`src/rtl/psw_add_seq_if.sv`:
```
// Request/response bundle for the iterative sub-word add/subtract sequencer.
// master = requester (drives operands), slave = sequencer.
interface psw_add_seq_if #(
    parameter int LANES  = 4,
    parameter int LANE_W = 4
);
    localparam int W = LANES * LANE_W;

    logic             start;
    logic             op_sub;
    logic             sat_en;
    logic [W-1:0]     a;
    logic [W-1:0]     b;
    logic             ready;
    logic             done;
    logic [W-1:0]     sum;
    logic [LANES-1:0] ovf_lanes;
    logic             ovf;

    modport master (
        output start, op_sub, sat_en, a, b,
        input  ready, done, sum, ovf_lanes, ovf
    );

    modport slave (
        input  start, op_sub, sat_en, a, b,
        output ready, done, sum, ovf_lanes, ovf
    );
endinterface

```
`src/rtl/psw_add_seq.sv`:
```
// Iterative packed sub-word add/subtract: one LANE_W lane per cycle through a
// single shared lane adder, optional signed saturation, per-lane overflow flags.
module psw_add_seq_lane #(
    parameter int LANE_W = 4
) (
    input  logic [LANE_W-1:0] a_l,
    input  logic [LANE_W-1:0] b_l,
    input  logic              sub,
    input  logic              sat_en,
    output logic [LANE_W-1:0] res,
    output logic              lane_ovf
);
    logic [LANE_W-1:0] bb;
    logic [LANE_W-1:0] raw;

    always_comb begin
        bb       = sub ? ~b_l : b_l;
        // Carry-out falls off the LANE_W-bit sum; lanes never chain.
        raw      = a_l + bb + {{(LANE_W-1){1'b0}}, sub};
        lane_ovf = (a_l[LANE_W-1] == bb[LANE_W-1]) && (raw[LANE_W-1] != a_l[LANE_W-1]);
        res      = raw;
        if (sat_en && lane_ovf)
            res = a_l[LANE_W-1] ? {1'b1, {(LANE_W-1){1'b0}}}
                                : {1'b0, {(LANE_W-1){1'b1}}};
    end
endmodule

module psw_add_seq #(
    parameter int LANES  = 4,
    parameter int LANE_W = 4
) (
    input  logic          clk,
    input  logic          rst_n,
    psw_add_seq_if.slave  bus
);
    localparam int W     = LANES * LANE_W;
    localparam int CNT_W = (LANES > 1) ? $clog2(LANES) : 1;

    typedef enum logic [1:0] {IDLE, RUN, DONE} state_t;

    state_t           state_q, state_d;
    logic [CNT_W-1:0] cnt_q, cnt_d;
    logic [W-1:0]     a_q, a_d;
    logic [W-1:0]     b_q, b_d;
    logic             op_sub_q, op_sub_d;
    logic             sat_en_q, sat_en_d;
    logic [W-1:0]     sum_q, sum_d;
    logic [LANES-1:0] ovf_lanes_q, ovf_lanes_d;

    logic [LANE_W-1:0] lane_res;
    logic              lane_ovf;

    psw_add_seq_lane #(.LANE_W(LANE_W)) u_lane (
        .a_l      (a_q[cnt_q*LANE_W +: LANE_W]),
        .b_l      (b_q[cnt_q*LANE_W +: LANE_W]),
        .sub      (op_sub_q),
        .sat_en   (sat_en_q),
        .res      (lane_res),
        .lane_ovf (lane_ovf)
    );

    always_comb begin
        state_d     = state_q;
        cnt_d       = cnt_q;
        a_d         = a_q;
        b_d         = b_q;
        op_sub_d    = op_sub_q;
        sat_en_d    = sat_en_q;
        sum_d       = sum_q;
        ovf_lanes_d = ovf_lanes_q;
        unique case (state_q)
            IDLE: begin
                if (bus.start) begin
                    a_d         = bus.a;
                    b_d         = bus.b;
                    op_sub_d    = bus.op_sub;
                    sat_en_d    = bus.sat_en;
                    sum_d       = '0;
                    ovf_lanes_d = '0;
                    cnt_d       = '0;
                    state_d     = RUN;
                end
            end
            RUN: begin
                sum_d[cnt_q*LANE_W +: LANE_W] = lane_res;
                ovf_lanes_d[cnt_q]            = lane_ovf;
                if (cnt_q == CNT_W'(LANES-1))
                    state_d = DONE;
                else
                    cnt_d = cnt_q + CNT_W'(1);
            end
            DONE:    state_d = IDLE;
            default: state_d = IDLE;
        endcase
    end

    always_ff @(posedge clk) begin
        if (!rst_n) begin
            state_q     <= IDLE;
            cnt_q       <= '0;
            a_q         <= '0;
            b_q         <= '0;
            op_sub_q    <= 1'b0;
            sat_en_q    <= 1'b0;
            sum_q       <= '0;
            ovf_lanes_q <= '0;
        end else begin
            state_q     <= state_d;
            cnt_q       <= cnt_d;
            a_q         <= a_d;
            b_q         <= b_d;
            op_sub_q    <= op_sub_d;
            sat_en_q    <= sat_en_d;
            sum_q       <= sum_d;
            ovf_lanes_q <= ovf_lanes_d;
        end
    end

    // Handshake outputs come straight from state; ovf follows each lane write.
    assign bus.ready     = (state_q == IDLE);
    assign bus.done      = (state_q == DONE);
    assign bus.sum       = sum_q;
    assign bus.ovf_lanes = ovf_lanes_q;
    assign bus.ovf       = |ovf_lanes_q;
endmodule

```
`src/flat_wrapper.sv`:
```
// flat-port wrapper written by rule: the top's interface ports become plain ports
module psw_add_seq_flat 
#(
    parameter int LANES  = 4,
    parameter int LANE_W = 4
)
  (clk, rst_n, bus_start, bus_op_sub, bus_sat_en, bus_a, bus_b, bus_ready, bus_done, bus_sum, bus_ovf_lanes, bus_ovf);
  psw_add_seq_if #(.LANES(LANES), .LANE_W(LANE_W)) bus_i ();
  input  logic clk;
  input  logic rst_n;
  input wire logic [$bits(bus_i.start)-1:0] bus_start;
  input wire logic [$bits(bus_i.op_sub)-1:0] bus_op_sub;
  input wire logic [$bits(bus_i.sat_en)-1:0] bus_sat_en;
  input wire logic [$bits(bus_i.a)-1:0] bus_a;
  input wire logic [$bits(bus_i.b)-1:0] bus_b;
  output wire logic [$bits(bus_i.ready)-1:0] bus_ready;
  output wire logic [$bits(bus_i.done)-1:0] bus_done;
  output wire logic [$bits(bus_i.sum)-1:0] bus_sum;
  output wire logic [$bits(bus_i.ovf_lanes)-1:0] bus_ovf_lanes;
  output wire logic [$bits(bus_i.ovf)-1:0] bus_ovf;
  assign bus_i.start = bus_start;
  assign bus_i.op_sub = bus_op_sub;
  assign bus_i.sat_en = bus_sat_en;
  assign bus_i.a = bus_a;
  assign bus_i.b = bus_b;
  assign bus_ready = bus_i.ready;
  assign bus_done = bus_i.done;
  assign bus_sum = bus_i.sum;
  assign bus_ovf_lanes = bus_i.ovf_lanes;
  assign bus_ovf = bus_i.ovf;
  psw_add_seq #(.LANES(LANES), .LANE_W(LANE_W)) u_core (.clk(clk), .rst_n(rst_n), .bus(bus_i));
endmodule
```
`config.mk`:
```
export PLATFORM = sky130hd
export DESIGN_NAME = psw_add_seq_flat
export DESIGN_NICKNAME = d
export VERILOG_FILES = /design/src/rtl/psw_add_seq_if.sv /design/src/rtl/psw_add_seq.sv /design/src/flat_wrapper.sv
export SDC_FILE = /design/constraint.sdc
export NUM_CORES = 1
export LEC_CHECK = 0
export ABC_AREA = 1
export BUFFER_PORTS_ARGS = -buffer_cell sky130_fd_sc_hd__buf_2
export CAP_MARGIN = 30
export CORE_MARGIN = 10
export CORE_UTILIZATION = 45
export CTS_BUF_LIST = sky130_fd_sc_hd__clkbuf_2 sky130_fd_sc_hd__clkbuf_4 sky130_fd_sc_hd__clkbuf_8
export DETAILED_ROUTE_END_ITERATION = 12
export GPL_ROUTABILITY_DRIVEN = 1
export MAX_ROUTING_LAYER = met4
export PLACE_DENSITY = 0.68
export SYNTH_ARGS = -nofsm -noshare
export SYNTH_HDL_FRONTEND = slang
export SYNTH_SLANG_ARGS = --single-unit
```
`constraint.sdc`:
```
create_clock -name clk -period 6 [get_ports clk]
set_clock_uncertainty 0.1 [all_clocks]
set_input_delay 1.8 -clock clk [delete_from_list [all_inputs] [get_ports clk]]
set_output_delay 1.8 -clock clk [all_outputs]
set_load 0.03 [all_outputs]
```
==> out/results.ini <==
[run_status]
status=completed

[logic_synthesis]
ys_warn_count=0
synth.net_count=443
synth-xor-area-share_pct=1.24
synth.mux.area_fraction_pct=0
synth_adder_area_share_pct=3.35
synth_compound_area_share_pct=12.8
synth_area_per_cell_um2=7.11
synth_area_um2=2840
synthDistinctLibCells=31
synth_seq_cells=58
seq_area_frac_synth_pct=41.0
synth-simple-area-share_pct=33.2
synth_top_family_by_area=simple AND/OR/NAND/NOR gates
synthCells=399

[routing]
drt_iter0_drc=129
vias=2688
drc=0
wl_mm=6.79
ant_nets=0
routedWlPerCell_um=12.7
routed_via_density=5.04
first_pass_iters=4

[clock_network]
worstSkewPairLatency_ns=0.34
cts_resized=0
root_buffer=clkbuf_8
cts_buffers=9
clk_pin_slew_ns=0.07
cts_sinks=58
cts_setup_buffers=0
holdBufCountCts=0
cts_tree=built
htreeDepth=3
cts_buffer_depth=2

[global_route]
first_global_vias=2639
grtUsageTotal_pct=14.1
grt_max_degree=47
antenna_found_initial=0
overflow=0
grt_pass1_wl_mm=11.2

[critical_path]
crit-reg2reg-capture=u_core.bus.sum[14]
rrSetupSlack_ns=3.07
worstPathMaxFanout=3
crit_path_end_kind=primary output
critical_path_class=flop to primary output
reg2reg_depth=13
regToRegStartpoint=u_core.cnt_q[1]
arrival_ns=1.35
crit_required_ns=4.10
critPathLaunchType=flop

[place]
dp_slack_ns=2.70
globalplace.congestion=0.829
place_inst=517
hpwl_mm=4.87
io_buffer_count=59

[hold_path]
holdCritStartpoint=u_core.bus.sum[8]
hold_path_class=flop to flop
min_to=u_core.bus.sum[8]
min_path_cells=2

[cells_and_area]
instances_no_fill=533
antenna-diode-count=0
syn_to_final_growth_pct=20.0
layout-drive-gt1-share_pct=21.2
nets=497

[floorplan]
design.die.area_um2=9880
ios=60
die_w_um=99.4
initial_core_util_pct=47.1
die_h_um=99.4
coreArea_um2=6030
rows=28

[power]
power.density_nw_per_um2=345
power_leakage_nw=1.56
finalPower_mw=1.17
vdd_drop_max_mv=0.206

[sta]
setup_tns_ns=0
slew_viol_final=0
rsz0062_at_grt=false
fmaxAchievable_mhz=308
finalCritPeriodShare_pct=54.2
worst_pin_slew_ns=0.647
finalSetupViolations=0
max_slew_margin_pct=56.8
hold_viol=0
layout_setup_ws_ns=2.75
min_period_ns=3.25

[flow_run]
maxCapViolCount=0

-- placed cells by master, fill, tap and decap left out, drive strengths merged --
cell type and instances:
buf 61, xor2 3, ha 6, clkinv 2
fa 1, a21oi 24, clkbuf 11, dfxtp 58
a32oi 1, bufinv 4, nor3 2, nand3 21
o21ai 39, xnor2 1, o22ai 2, inv 34
or4 1, a211oi 1, nand4 8, nand2 78
nor2 98, a32o 2
-- how the worst max path moves through the flow --
stage                     slack [ns]               to  depth (start not counted)                     from
after floorplan                 2.99          bus_ovf                          1  u_core.bus.ovf_lanes[0]
after global placement          2.76  u_core.cnt_q[1]                          7                bus_start
after detailed placement        2.70  u_core.cnt_q[1]                          7                bus_start
after CTS                       2.73          bus_ovf                          2  u_core.bus.ovf_lanes[0]
after global routing            2.69          bus_ovf                          2  u_core.bus.ovf_lanes[0]
final                           2.75          bus_ovf                          2  u_core.bus.ovf_lanes[0]
-- per-layer routing --
layer | routed length, µm | GRT usage [%]
met4 | 94 | 6.95
met5 | 0 | -
met3 | 403 | 4.08
met1 | 3160 | 15.5
met2 | 3140 | 22.9
-- flip-flops by register name (all words and copies together) (netlist names) --
signal                flops
u_core.sat_en_q           1
u_core.a_q               16
u_core.bus.ovf_lanes      4
u_core.bus.sum           16
u_core.cnt_q              2
u_core.state_q            2
u_core.op_sub_q           1
u_core.b_q               16
-- metrics by stage --
step / area [µm²] / util (%) / hold WS (ns)
2_1_floorplan: 2840 / - / 0.329
3_3_place_gp: 3130 / 52.0 / 0.355
3_5_place_dp: 3130 / 52.0 / 0.356
4_1_cts: 3400 / 56.5 / 0.367
5_1_grt: 3400 / 56.5 / 0.379
6_report: 3400 / 56.5 / 0.362
-- cell type report --
type | count | area [µm²]
Timing Repair Buffer | 61 | 310
Sequential cell | 58 | 1160
Clock buffer | 11 | 145
Clock inverter | 5 | 125
Fill cell | 589 | 2620
Multi-Input combinational cell | 288 | 1440
Inverter | 35 | 131
Tap cell | 75 | 93.8
-- worst max-delay path, stage by stage (launching register included) --
cell and delay, ns:
dfxtp_1 0.32, or4_1 0.50, buf_2 0.19
-- logic make-up (layout without fill, tap and decap cells) --
family                     count (synthesis)  count (layout)
adders and majority gates                  7               7
and+or+nand+nor                          208             208
xor gates and xnor gates                   4               4
buffers and inverters                     53             112
AOI/OAI and AO/OA                         69              69
DFF                                       58              58
-- cell usage after synthesis --
| cell | number | share of area (%) |
|---|---|---|
| dfxtp_1 | 58 | 41 |
| ha_1 | 6 | 2.6 |
| inv_1 | 29 | 3.8 |
| nand3_4 | 4 | 2.5 |
| fa_1 | 1 | 0.71 |
| nand3_2 | 1 | 0.35 |
| clkbuf_1 | 11 | 1.5 |
| xnor2_1 | 1 | 0.31 |
| nor3_1 | 2 | 0.35 |
| o22ai_1 | 2 | 0.44 |
| xor2_1 | 3 | 0.93 |
| clkinv_1 | 1 | 0.13 |
| buf_1 | 2 | 0.26 |
| buf_6 | 3 | 1.2 |
| nand4_4 | 1 | 0.75 |
| nand3_1 | 16 | 2.8 |
| nand2_1 | 71 | 9.4 |
| o21ai_0 | 39 | 6.9 |
| nor2_4 | 2 | 0.79 |
| a211oi_1 | 1 | 0.26 |
| nand2_2 | 6 | 1.3 |
| a32oi_1 | 1 | 0.31 |
| nor2_1 | 96 | 13 |
| or4_1 | 1 | 0.26 |
| a32o_1 | 2 | 0.71 |
| inv_2 | 5 | 0.66 |
| nand2_4 | 1 | 0.40 |
| buf_12 | 1 | 0.71 |
| buf_2 | 1 | 0.18 |
| nand4_1 | 7 | 1.5 |
| a21oi_1 | 24 | 4.2 |
-- power breakdown --
part,switching [mW],internal [mW]
registers,0.0163,0.410
logic,0.171,0.0883
clock network,0.155,0.333
total,0.342,0.832
Note: power is estimated with default switching activity, not from simulation.
